===== config.mk =====
export PLATFORM = sky130hd
export DESIGN_NAME = fetch_unit_flat
export DESIGN_NICKNAME = d
export VERILOG_FILES = /design/src/rtl/fetch_unit_if.sv /design/src/rtl/fetch_unit.sv /design/src/flat_wrapper.sv
export SDC_FILE = /design/constraint.sdc
export NUM_CORES = 1
export LEC_CHECK = 0
export ABC_AREA = 1
export BUFFER_PORTS_ARGS = -buffer_cell sky130_fd_sc_hd__buf_2
export CAP_MARGIN = 20
export CELL_PAD_IN_SITES_DETAIL_PLACEMENT = 2
export CELL_PAD_IN_SITES_GLOBAL_PLACEMENT = 2
export CORE_MARGIN = 1.5
export CORE_UTILIZATION = 24
export CTS_CLUSTER_DIAMETER = 30
export DETAILED_ROUTE_END_ITERATION = 6
export HOLD_SLACK_MARGIN = 0.06
export MAX_ROUTING_LAYER = met4
export PLACE_DENSITY = 0.79
export RECOVER_POWER = 50
export SYNTH_ARGS = -nofsm -noshare
export SYNTH_HDL_FRONTEND = slang
export SYNTH_SLANG_ARGS = --single-unit

===== constraint.sdc =====
create_clock -name clk -period 2.04 [get_ports clk]
set_clock_uncertainty 0.05 [all_clocks]
set_input_delay 0.612 -clock clk [delete_from_list [all_inputs] [get_ports clk]]
set_output_delay 0.612 -clock clk [all_outputs]
set_load 0.1 [all_outputs]

===== src/rtl/fetch_unit_if.sv =====
// Fetch-stage bus bundle: instruction-memory read port plus the decode-side
// instruction queue head.
//   master (fetch_unit): drives imem_req/imem_addr and ir_valid/ir_data/ir_pc,
//                        receives imem_ack/imem_data and ir_ready.
//   slave  (memory + decode): the reverse directions.
interface fetch_unit_if #(
    parameter int unsigned IW = 16,
    parameter int unsigned AW = 9
) ();
    logic          imem_req;
    logic [AW-1:0] imem_addr;
    logic          imem_ack;
    logic [IW-1:0] imem_data;
    logic          ir_valid;
    logic [IW-1:0] ir_data;
    logic [AW-1:0] ir_pc;
    logic          ir_ready;

    modport master (
        output imem_req, imem_addr, ir_valid, ir_data, ir_pc,
        input  imem_ack, imem_data, ir_ready
    );

    modport slave (
        input  imem_req, imem_addr, ir_valid, ir_data, ir_pc,
        output imem_ack, imem_data, ir_ready
    );
endinterface


===== src/rtl/fetch_unit.sv =====
// Instruction fetch stage. Reads the active PC, issues a req/ack read to
// instruction memory and queues returned instructions (with their address)
// for decode. Pulses pc_inc once per accepted fetch; redirects flush the
// queue and discard any in-flight read.
// Ports:
//   clk, rst_n   - clock, synchronous active-low reset
//   pc_in        - active PC from the PC bank
//   pc_err       - PC bank error flag; stops fetch
//   redirect     - control is rewriting the PC this cycle
//   pc_inc       - combinational increment request to the PC bank
//   fetch_halted - fetch stopped because of pc_err
//   bus          - imem read port and decode valid/ready head (fetch_unit_if.master)
// Build option: define FETCH_SKID_EN for a two-entry queue (default one entry).
module fetch_unit #(
    parameter int unsigned IW = 16,
    parameter int unsigned AW = 9
) (
    input  logic          clk,
    input  logic          rst_n,
    input  logic [AW-1:0] pc_in,
    input  logic          pc_err,
    input  logic          redirect,
    output logic          pc_inc,
    output logic          fetch_halted,
    fetch_unit_if.master  bus
);

`ifdef FETCH_SKID_EN
    localparam int unsigned D = 2;
`else
    localparam int unsigned D = 1;
`endif

    typedef struct packed {
        logic [IW-1:0] instr;
        logic [AW-1:0] pc;
    } entry_t;

    typedef enum logic [1:0] {IDLE, REQ, DRAIN, HALT} state_t;

    state_t            state, state_next;
    entry_t [D-1:0]    q, q_next;
    logic   [D-1:0]    v, v_next;
    logic              err_pend, err_pend_next;
    logic              req_next, halted_next, load_addr;
    logic              push, pop, can_issue, halt_go, placed;

    // Queue is kept compacted toward index 0; entry 0 is the head.
    assign pop          = v[0] && bus.ir_ready;
    assign can_issue    = !v[D-1] || pop;
    assign halt_go      = pc_err || err_pend;
    assign push         = (state == REQ) && bus.imem_ack && !redirect;
    assign pc_inc       = rst_n && push;
    assign bus.ir_valid = v[0];
    assign bus.ir_data  = q[0].instr;
    assign bus.ir_pc    = q[0].pc;

    // Next-state and registered-output values.
    always_comb begin
        state_next    = state;
        err_pend_next = err_pend;
        load_addr     = 1'b0;
        case (state)
            IDLE: begin
                if (pc_err) begin
                    state_next = HALT;
                end else if (!redirect && can_issue) begin
                    state_next = REQ;
                    load_addr  = 1'b1;
                end
            end
            REQ: begin
                if (pc_err) err_pend_next = 1'b1;
                if (bus.imem_ack) begin
                    state_next = halt_go ? HALT : IDLE;
                end else if (redirect) begin
                    state_next = DRAIN;
                end
            end
            DRAIN: begin
                // Memory reads cannot be aborted; wait out the ack and drop it.
                if (pc_err) err_pend_next = 1'b1;
                if (bus.imem_ack) state_next = halt_go ? HALT : IDLE;
            end
            HALT: begin
                state_next = HALT;
            end
            default: begin
                state_next = IDLE;
            end
        endcase
        // An error noticed mid-transaction only matters until that transaction ends.
        if (state_next != REQ && state_next != DRAIN) err_pend_next = 1'b0;
        req_next    = (state_next == REQ) || (state_next == DRAIN);
        halted_next = (state_next == HALT);
    end

    // Queue update: pop shifts down, push fills the lowest free slot, redirect flushes.
    always_comb begin
        q_next = q;
        v_next = v;
        placed = 1'b0;
        if (pop) begin
            for (int i = 0; i < int'(D) - 1; i++) begin
                q_next[i] = q[i + 1];
            end
            v_next = v >> 1;
        end
        if (push) begin
            for (int i = 0; i < int'(D); i++) begin
                if (!v_next[i] && !placed) begin
                    q_next[i].instr = bus.imem_data;
                    q_next[i].pc    = bus.imem_addr;
                    v_next[i]       = 1'b1;
                    placed          = 1'b1;
                end
            end
        end
        if (redirect) v_next = '0;
    end

    // State and output registers.
    always_ff @(posedge clk) begin
        if (!rst_n) begin
            state         <= IDLE;
            err_pend      <= 1'b0;
            q             <= '0;
            v             <= '0;
            bus.imem_req  <= 1'b0;
            bus.imem_addr <= '0;
            fetch_halted  <= 1'b0;
        end else begin
            state         <= state_next;
            err_pend      <= err_pend_next;
            q             <= q_next;
            v             <= v_next;
            bus.imem_req  <= req_next;
            fetch_halted  <= halted_next;
            if (load_addr) bus.imem_addr <= pc_in;
        end
    end

endmodule


===== src/flat_wrapper.sv =====
// flat-port wrapper written by rule: the top's interface ports become plain ports
module fetch_unit_flat 
#(
    parameter int unsigned IW = 16,
    parameter int unsigned AW = 9
)
  (clk, rst_n, pc_in, pc_err, redirect, pc_inc, fetch_halted, bus_imem_req, bus_imem_addr, bus_ir_valid, bus_ir_data, bus_ir_pc, bus_imem_ack, bus_imem_data, bus_ir_ready);
  fetch_unit_if #(.IW(IW), .AW(AW)) bus_i ();
  input  logic clk;
  input  logic rst_n;
  input  logic [AW-1:0] pc_in;
  input  logic pc_err;
  input  logic redirect;
  output logic pc_inc;
  output logic fetch_halted;
  output wire logic [$bits(bus_i.imem_req)-1:0] bus_imem_req;
  output wire logic [$bits(bus_i.imem_addr)-1:0] bus_imem_addr;
  output wire logic [$bits(bus_i.ir_valid)-1:0] bus_ir_valid;
  output wire logic [$bits(bus_i.ir_data)-1:0] bus_ir_data;
  output wire logic [$bits(bus_i.ir_pc)-1:0] bus_ir_pc;
  input wire logic [$bits(bus_i.imem_ack)-1:0] bus_imem_ack;
  input wire logic [$bits(bus_i.imem_data)-1:0] bus_imem_data;
  input wire logic [$bits(bus_i.ir_ready)-1:0] bus_ir_ready;
  assign bus_imem_req = bus_i.imem_req;
  assign bus_imem_addr = bus_i.imem_addr;
  assign bus_ir_valid = bus_i.ir_valid;
  assign bus_ir_data = bus_i.ir_data;
  assign bus_ir_pc = bus_i.ir_pc;
  assign bus_i.imem_ack = bus_imem_ack;
  assign bus_i.imem_data = bus_imem_data;
  assign bus_i.ir_ready = bus_ir_ready;
  fetch_unit #(.IW(IW), .AW(AW)) u_core (.clk(clk), .rst_n(rst_n), .pc_in(pc_in), .pc_err(pc_err), .redirect(redirect), .pc_inc(pc_inc), .fetch_halted(fetch_halted), .bus(bus_i));
endmodule

Word level (Yosys, flattened, before mapping)
Cells that the tools add are included.
{"block": "op_classes", "muxes": 12, "magnitude_cmp": 0, "reduce_logical": 17, "div": 0, "n_shift": 0, "n_mul": 0, "bitwise": 2, "eq_ne": 8, "n_addsub": 0}
{"operator": "2-bit 2-to-1 mux", "n": 6}
{"operator": "2-bit equality test, second input constant", "n": 4}
{"operator": "2-bit one-hot mux with 4 select lines", "n": 1}
{"operator": "1-bit logical AND", "n": 6}
{"operator": "2-bit OR reduction", "n": 3}
{"operator": "1-bit 2-to-1 mux", "n": 5}
{"operator": "2-bit by 1-bit equality test with 1-bit output, second input constant", "n": 2}
{"operator": "2-bit AND reduction", "n": 2}
{"operator": "1-bit logical OR", "n": 3}
{"operator": "1-bit zero test", "n": 2}
{"operator": "2-bit zero test", "n": 1}
{"operator": "2-bit by 1-bit inequality test with 1-bit output, second input constant", "n": 1}
{"operator": "2-bit inequality test, second input constant", "n": 1}
{"operator": "1-bit inverter", "n": 2}
{"block": "totals", "latchBits": 0, "input_bits": 31, "ram_bits": 0, "reg_bits": 40, "out_inout_bits": 38, "word_cells": 47, "mem_count": 0, "romBits": 0}

Logic depth before layout (Yosys ltp)
Gate-level depths: netlist (run 1).
{"block": "logic_depth", "depth_word": 9, "depth_mapped": 13, "depth_no_buf": 13}

Worst setup path before layout (run 1)
Ideal clock, no wire load.
{"block": "synth_timing", "kind": "input -> output", "start": "input rst_n", "end": "output pc_inc", "t_arrival_ns": 2.082, "n_path_buf": 1, "t_required_ns": 1.378, "stages": 3, "path_slack_ns": -0.704, "path_cell_list": "buf_2 -> nand2_1 -> nor2_1"}
{"block": "synth_via", "elab_chain_cells": 1}
{"item": "start, declared", "line": "flat_wrapper.sv:10", "source": "input logic rst_n;"}
{"item": "1-bit logical AND", "line": "fetch_unit.sv:53", "source": "assign pc_inc = rst_n && push;"}
{"item": "end, declared", "line": "flat_wrapper.sv:14", "source": "output logic pc_inc;"}
Every way passes these cells.

Worst setup path after layout (run 1)
{"block": "layout_timing", "start": "register u_core.state[1]", "end": "output pc_inc"}
{"block": "layout_via", "elab_chain_cells": 4}
{"item": "start, declared", "line": "fetch_unit.sv:41", "source": "state_t state, state_next;"}
{"item": "start signal, assigned", "line": "fetch_unit.sv:133", "source": "state <= state_next;"}
{"item": "2-bit by 1-bit equality test with 1-bit output", "line": "fetch_unit.sv:52", "source": "assign push = (state == REQ) && bus.imem_ack && !redirect;"}
{"item": "1-bit logical AND (2 in series)", "line": "fetch_unit.sv:52"}
{"item": "1-bit logical AND", "line": "fetch_unit.sv:53"}
Every way passes these cells.

==> metrics, run 1 <==
minimum clock period=1.92 ns; Clock Path Buffers=2; Synth Warn #=0; RSZ-0062 raised after global routing=no; CTS Buf Count=5; most common cell in the netlist=nor2_1; TritonRoute pass-1 iters=2; FP Rows=29; worst slew pin tran=0.800 ns; Placed Area=1980 um^2; multiplexer share of the synthesized area=0; worst-path cell chain=inv_2 > ha_4 > nand2_2 > nor2_4 > buf_12; placed cell count=343; Compound-Gate Fraction of Synth Area=0.119; outcome=finished, final reports clean; worst path bufs/invs=2; root buffer cell=clkbuf_8; CP max FO=4; Clk Latency, worst-skew pair=0.28 ns; Yosys top cell area share=0.514; P per Cell Area=1560 nW/um^2; die area=6980 um^2; top cells by count, synth=nor2_1 (77), dfxtp_1 (40), o21ai_0 (32); WL/cell=around 13 um; Inserted Diodes=0; Setup TNS=0 ns; main combinational cell family by area after synthesis=simple AND/OR/NAND/NOR gates; placed wire-length estimate=3.21 mm; P&R area growth vs syn=34.2%; first-pass GRT wire length=between 7 and 8 mm; Mapped Nets=240; GR Util met1=0.170; post-synth top area cell=dfxtp_1; CTS tree=yes; Core Area=roughly 6300 um^2; Top Usage Layer GRT=met2; sequential area share after synthesis=0.514; largest net degree at the start of global routing=38; proportion of layout cells with a drive suffix above 1=0.328; Die Height=83.6 um; Req. time, crit path=1.38 ns; Max Slew Vio Count=0; Die X=83.6 um; DRC=0; share of synthesized flip-flops with an asynchronous set or reset=0; Total GRT Usage=0.139; met2 Use GR=0.229; Largest stage delay, worst path=~0.35 ns; vias in the first global route=1575; worst-path cell with the longest stage delay=dfxtp_2; GPL Wtd Cong=0.732; Syn Inst Count=204; num ports=69; final setup fails=0; Max Fclk=520 MHz; CTS sink count=40; via count=1518; Top delay family on crit path=flip-flops; Main synth FF type=dfxtp_1; post-route design area=2090 um^2; PortBufs=68; Leak=1.04 nW; Post-DRT Antenna Nets=0; nets=309; simple logic cell fraction of the synthesized area=0.254; final std cells w/o fill=351; WP data arrival=1.26 ns; crit path kind=flop to primary output; Max-slew headroom=0.466; Cell Area, Synth=1560 um^2; Initial Util=0.247; top post-synthesis cells by area=dfxtp_1 (51%), nor2_1 (19%), o21ai_0 (10%); initial antenna violation count=0; post-route clock period utilization=0.942; postcts setup bufs=0; crit path capture type=primary output; Iteration-0 DRC Markers=between 60 and 70; Reg clk slew, reported paths=roughly 0.08 ns; Via density=4.32; routed wire length=4.42 mm; Worst IR Drop VDD=0.746 mV; hold crit path type=flop to flop; Netlist cell types=19; H-tree levels=2; final hold viol count=0; Post-synth EDFFs=0; grt total ovfl=0; post-synthesis adder-cell area fraction=0.0402; Synth Area in XOR/XNOR=0; Max-cap violations=0; syn_area_per_cell=7.64 um^2; Yosys reg bits=40; Startpoint Class=flop; GRT met3 Usage=0.0267
==> tightest hold or removal path: stages, from the launching register on <==
cell and delay, ns:
dfxtp_1 0.33, nor2_1 0.05, nor2_1 0.08
==> where the power goes <==
| group | total, mW | internal [mW] | switching (mW) |
|---|---|---|---|
| clock network | 0.633 | 0.363 | 0.270 |
| registers | 1.03 | 0.937 | 0.0913 |
| logic | 1.60 | 0.309 | 1.29 |
| total | 3.26 | 1.61 | 1.65 |
==> through the flow <==
| stage | hold slack, ns | power [mW] | worst slack, ns | util |
|---|---|---|---|---|
| 2_1_floorplan | 0.387 | 2.36 | 0.0414 | - |
| 3_3_place_gp | 0.405 | 2.63 | 0.184 | 0.314 |
| 3_5_place_dp | 0.422 | 2.66 | 0.140 | 0.314 |
| 4_1_cts | 0.441 | 3.34 | 0.00499 | 0.334 |
| 5_1_grt | 0.468 | 3.50 | 0.0430 | 0.331 |
| 6_report | 0.437 | 3.26 | 0.118 | 0.331 |
==> layout make-up <==
| cell class | count | area (um^2) |
|---|---|---|
| timing repair buffer | 71 | 378 |
| clock inverter | 2 | 35.0 |
| tap | 77 | 96.3 |
| inverter | 15 | 56.3 |
| multi-input combinational | 140 | 648 |
| sequential | 40 | 805 |
| clock buffer | 6 | 72.6 |
| fill | 782 | 4220 |
==> state kept, by name, summed over array words and instances (netlist names) <==
signal and cells:
u_core.bus.imem_req 1, u_core.bus.imem_addr 9, u_core.bus.ir_valid 1, u_core.fetch_halted 1, u_core.bus.ir_data 16, u_core.state 2, u_core.err_pend 1, u_core.bus.ir_pc 9
==> logic make-up after synthesis <==
logic type               after synthesis
buffers and inverters                 24
flip-flops                            40
AND/OR/NAND/NOR                       98
adder cells (fa/ha/maj)                5
AO/OA/AOI/OAI                         37
==> metal layers <==
layer	routed length (um)	vias to the layer above
met5	0	-
met4	57	0
met3	187	5
met2	2240	37
met1	1940	702
li1	-	774
==> placed cells by master, fill, tap and decap left out <==
cell and n:
buf_4 3, nand2_2 2, dfxtp_1 37, buf_12 1
dfxtp_2 3, nand3_1 2, nor2_1 77, nor2_2 1
clkbuf_2 11, inv_1 11, nor2_4 1, clkbuf_8 5
ha_1 4, bufinv_16 1, nand4_1 1, o21ai_0 32
o21ai_1 2, ha_4 1, buf_2 56, a21oi_1 3
clkinv_2 1, clkbuf_1 1, nand2_1 14, inv_2 4
==> final timing paths <==
check,end,depth (start not counted),slack (ns),startpoint
setup / recovery,pc_inc,5,0.12,u_core.state[1]
hold / removal,u_core.bus.ir_data[4],2,0.44,u_core.bus.ir_data[4]
setup reg to reg,u_core.err_pend,12,0.26,u_core.state[0]
hold reg to reg,u_core.bus.ir_data[4],2,0.44,u_core.bus.ir_data[4]
==> what timing repair did <==
item / 4_1_cts / 5_1_grt
endpoints found under the setup margin: 1 / 1
gates resized for setup: 4 / 2
hold buffers: 0 / 0
gates cloned: 0 / 0
(Power assumes the default switching activity.)
==> run 2: changes to the inputs <==
--- a/config.mk
+++ b/config.mk
@@ -17,7 +17,7 @@
 export HOLD_SLACK_MARGIN = 0.06
 export MAX_ROUTING_LAYER = met4
 export PLACE_DENSITY = 0.79
-export RECOVER_POWER = 50
+export RECOVER_POWER = 100
 export SYNTH_ARGS = -nofsm -noshare
 export SYNTH_HDL_FRONTEND = slang
 export SYNTH_SLANG_ARGS = --single-unit
==> metrics, run 2 (synthesized netlist as in run 1, its figures left out) <==
P&R area growth vs syn=33.3%; final hold viol count=0; Min Hold Slack=~0.44 ns; Largest stage delay, worst path=0.35 ns; die area=6980 um^2; WL/cell=12.6 um; worst r2r path cells=12; post-route clock period utilization=0.955; Total GRT Usage=0.139; Leak=slightly above 1 nW; Setup TNS=0 ns; minimum clock period=1.95 ns; Clock Path Buffers=2; via count=1517; first-pass GRT wire length=about 7.5 mm; root buffer cell=clkbuf_8; CTS Buf Count=5; GPL Wtd Cong=0.732; Worst IR Drop VDD=0.744 mV; Die Height=83.6 um; num ports=69; max FFs per register=16; fin util=0.329; Iteration-0 DRC Markers=slightly below 70; proportion of layout cells with a drive suffix above 1=0.325; Die X=83.6 um; Post-DRT Antenna Nets=0; Clk Latency, worst-skew pair=0.28 ns; hold crit path type=flop to flop; DRC=0; grt total ovfl=0; largest net degree at the start of global routing=38; Req. time, crit path=1.38 ns; Max Fclk=513 MHz; vias in the first global route=roughly 1600; outcome=finished, final reports clean; Final Power=3.25 mW; P per Cell Area=around 1600 nW/um^2; CTS tree=yes; Startpoint Class=flop; Max Slew Vio Count=0; setup slack, reg-to-reg=0.22 ns; crit path capture type=primary output; nets=309; launch point of the worst reg-to-reg path=u_core.state[0]; worst slew pin tran=0.805 ns; Inserted Diodes=0; crit path kind=flop to primary output; FILL cells=784; Core Area=6310 um^2; hold path depth=2; RSZ-0062 raised after global routing=no; Initial Util=0.247; initial antenna violation count=0; routed wire length=4.44 mm; CTS sink count=40; Top delay family on crit path=flip-flops; end of the worst register-to-register path=u_core.err_pend; FP Rows=29; Worst Hold End=u_core.bus.ir_data[11]; worst-path cell with the longest stage delay=dfxtp_2; worst path bufs/invs=2; Max-slew headroom=0.463; worst-path cell chain=inv_2 > ha_4 > nand2_2 > nor2_4 > buf_6; commonest non-fill, non-tap cells in the layout=nor2_1 (78), clkbuf_2 (38), dfxtp_1 (37), o21ai_0 (32), buf_2 (30); postcts setup bufs=0; PortBufs=68; placed wire-length estimate=3.21 mm; Reg clk slew, reported paths=approximately 0.07 ns; FF+latch area=approximately 800 um^2; WP data arrival=1.29 ns; Max-cap violations=0; Via density=~4.3; most common cell after layout, fill and taps aside=nor2_1; CP max FO=4; Multi-input gate area=646 um^2; min-delay src=u_core.bus.ir_data[11]; TritonRoute pass-1 iters=2; H-tree levels=2; final setup fails=0
## run 2: per-stage QoR
stage          instances  worst slack (ns)  area, um^2
4_1_cts              351           0.00499        2110
5_1_grt              351            0.0168        2080
6_report             351            0.0925        2080
2_1_floorplan        204            0.0414        1570
3_3_place_gp         343             0.184        1980
3_5_place_dp         343             0.140        1980
## run 2: worst max-delay path by stage
stage,startpoint,endpoint,slack [ns],depth (start not counted)
3_5_place_dp,redirect,pc_inc,0.14,5
5_1_grt,u_core.state[1],pc_inc,0.02,5
3_3_place_gp,redirect,pc_inc,0.18,5
2_1_floorplan,rst_n,pc_inc,0.04,3
4_1_cts,u_core.state[1],pc_inc,0.005,5
6_report,u_core.state[1],pc_inc,0.09,5
## run 2: tightest hold or removal path, cell delays in order (launching register included)
cell     delay (ns)
dfxtp_1        0.33
nor2_1         0.05
nor2_1         0.08
## run 2: report_power, final
group	internal (mW)	total [mW]	leakage (nW)	switching, mW
Clock	0.363	0.632	0.0552	0.269
Sequential	0.937	1.03	0.327	0.0942
Combinational	0.299	1.59	0.637	1.29
## run 2: area by class of cell
cell class	count	area share
well taps	77	0.0464
flip-flops and latches	40	0.387
multi-input cells	140	0.311
inverters	15	0.0271
clock inverters	2	0.0169
repair buffers	71	0.177
clock buffers	6	0.0349
## run 2: per-layer routing
metal | GRT usage | part of all wire | up-vias
met2 | 0.229 | 0.50 | 37
met4 | 0.0447 | 0.013 | 0
met3 | 0.0267 | 0.040 | 5
li1 | - | - | 773
met1 | 0.170 | 0.44 | 702
met5 | - | 0 | -
## run 2: timing repair
action	CTS	global route
gates resized for setup	4	2
hold buffers	0	0
setup endpoints to repair	1	1
==> run 3: changes to the inputs <==
--- a/config.mk
+++ b/config.mk
@@ -6,7 +6,7 @@
 export NUM_CORES = 1
 export LEC_CHECK = 0
 export ABC_AREA = 1
-export BUFFER_PORTS_ARGS = -buffer_cell sky130_fd_sc_hd__buf_2
+export BUFFER_PORTS_ARGS = -buffer_cell sky130_fd_sc_hd__buf_4
 export CAP_MARGIN = 20
 export CELL_PAD_IN_SITES_DETAIL_PLACEMENT = 2
 export CELL_PAD_IN_SITES_GLOBAL_PLACEMENT = 2
==> metrics, run 3 (synthesized netlist as in run 1, its figures left out) <==
num ports=69; TritonRoute pass-1 iters=4; minimum clock period=1.94 ns; power share of the combinational group=0.497; hold path depth=2; crit path capture type=primary output; routed wire length=4.74 mm; Total GRT Usage=0.149; worst setup margin=between 0.09 and 0.1 ns; placed wire-length estimate=3.50 mm; Sw Ratio=0.510; proportion of layout cells with a drive suffix above 1=0.325; vias in the first global route=1714; CTS sink count=40; GPL Wtd Cong=0.734; Max Fclk=between 500 and 600 MHz; Initial Util=0.247; Placed Area=roughly 2100 um^2; commonest non-fill, non-tap cells in the layout=nor2_1 (77), clkbuf_2 (38), dfxtp_1 (38), o21ai_0 (32), buf_4 (32); worst slew pin tran=0.814 ns; Max-slew headroom=0.457; Reg clk slew, reported paths=roughly 0.07 ns; outcome=finished, final reports clean; first-pass GRT wire length=8.18 mm; Inserted Diodes=0; CTS Buf Count=5; DRC=0; H-tree levels=2; Worst IR Drop VDD=0.557 mV; crit path kind=flop to primary output; clock power share=0.192; internal power=between 1.5 and 2 mW; worst r2r path cells=12; Setup TNS=0 ns; PortBufs=68; Startpoint Class=flop; via count=1561; Iteration-0 DRC Markers=30; nets=309; hold crit path type=flop to flop; P&R area growth vs syn=38.5%; Leak=1.05 nW; setup slack, reg-to-reg=0.23 ns; final hold viol count=0; post-route clock period utilization=0.952; Die Height=83.6 um; Multi-input gate area=648 um^2; Max Slew Vio Count=0; WL/cell=about 13 um; Via density=between 4 and 5; Core Area=6310 um^2; RSZ-0062 raised after global routing=no; post-placement setup slack=0.0817 ns; die area=6980 um^2; Die X=83.6 um; Req. time, crit path=1.38 ns; Post-DRT Antenna Nets=0; P per Cell Area=1530 nW/um^2; CTS tree=yes; FP Rows=29; max FFs per register=16; FILL cells=795; CP max FO=4; root buffer cell=clkbuf_8; most common cell after layout, fill and taps aside=nor2_1; initial antenna violation count=0; Max-cap violations=0; WP data arrival=1.28 ns; grt total ovfl=0; Clk Latency, worst-skew pair=approximately 0.29 ns; FF+latch area=803 um^2; # hold bufs at CTS=0; sequential power share=0.311; post-route design area=roughly 2200 um^2; Clock Path Buffers=2; final setup fails=0; sw power=roughly 1.7 mW; largest net degree at the start of global routing=38
[run 3: worst max-delay path: stages (launching register included)]
cell     delay (ns)
dfxtp_1        0.35
inv_2          0.11
ha_4           0.15
nand2_2        0.08
nor2_4         0.11
buf_8          0.20
[run 3: layout make-up]
cell class / count / share of cell area
clock buffers: 6 / 0.0336
inverters: 15 / 0.0261
repair buffers: 71 / 0.206
well taps: 77 / 0.0447
flip-flops and latches: 40 / 0.372
multi-input cells: 140 / 0.300
clock inverters: 2 / 0.0162
[run 3: stage by stage]
step | std cells | utilization | hold slack, ns | total power, mW
global route | 351 | 0.342 | 0.469 | 3.53
detailed placement | 343 | 0.339 | 0.414 | 2.77
floorplan | 204 | - | 0.387 | 2.36
global placement | 343 | 0.339 | 0.401 | 2.72
CTS | 351 | 0.360 | 0.433 | 3.46
finish | 351 | 0.342 | 0.430 | 3.30
[run 3: final timing paths]
kind | from | to
setup / recovery | u_core.state[1] | pc_inc
setup reg to reg | u_core.state[1] | u_core.err_pend
hold reg to reg | u_core.err_pend | u_core.err_pend
hold / removal | u_core.err_pend | u_core.err_pend
[run 3: power groups by stage]
stage	Sequential (mW)	Combinational, mW	Clock [mW]
floorplan	1.89	0.470	0
global placement	1.03	1.69	0
detailed placement	1.04	1.73	0
CTS	1.03	1.76	0.665
global route	1.05	1.77	0.706
finish	1.03	1.64	0.635
[run 3: repair_timing]
item,CTS,global route
gates cloned,0,0
buffers inserted,0,0
resized for setup,6,2
setup endpoints to repair,1,1
[run 3: metal layers]
metal / wire [um] / global-route usage / share of wire
met5: 0 / - / 0
met4: 68 / 0.0537 / 0.014
met3: 172 / 0.0237 / 0.036
met2: 2520 / 0.270 / 0.53
met1: 1980 / 0.166 / 0.42
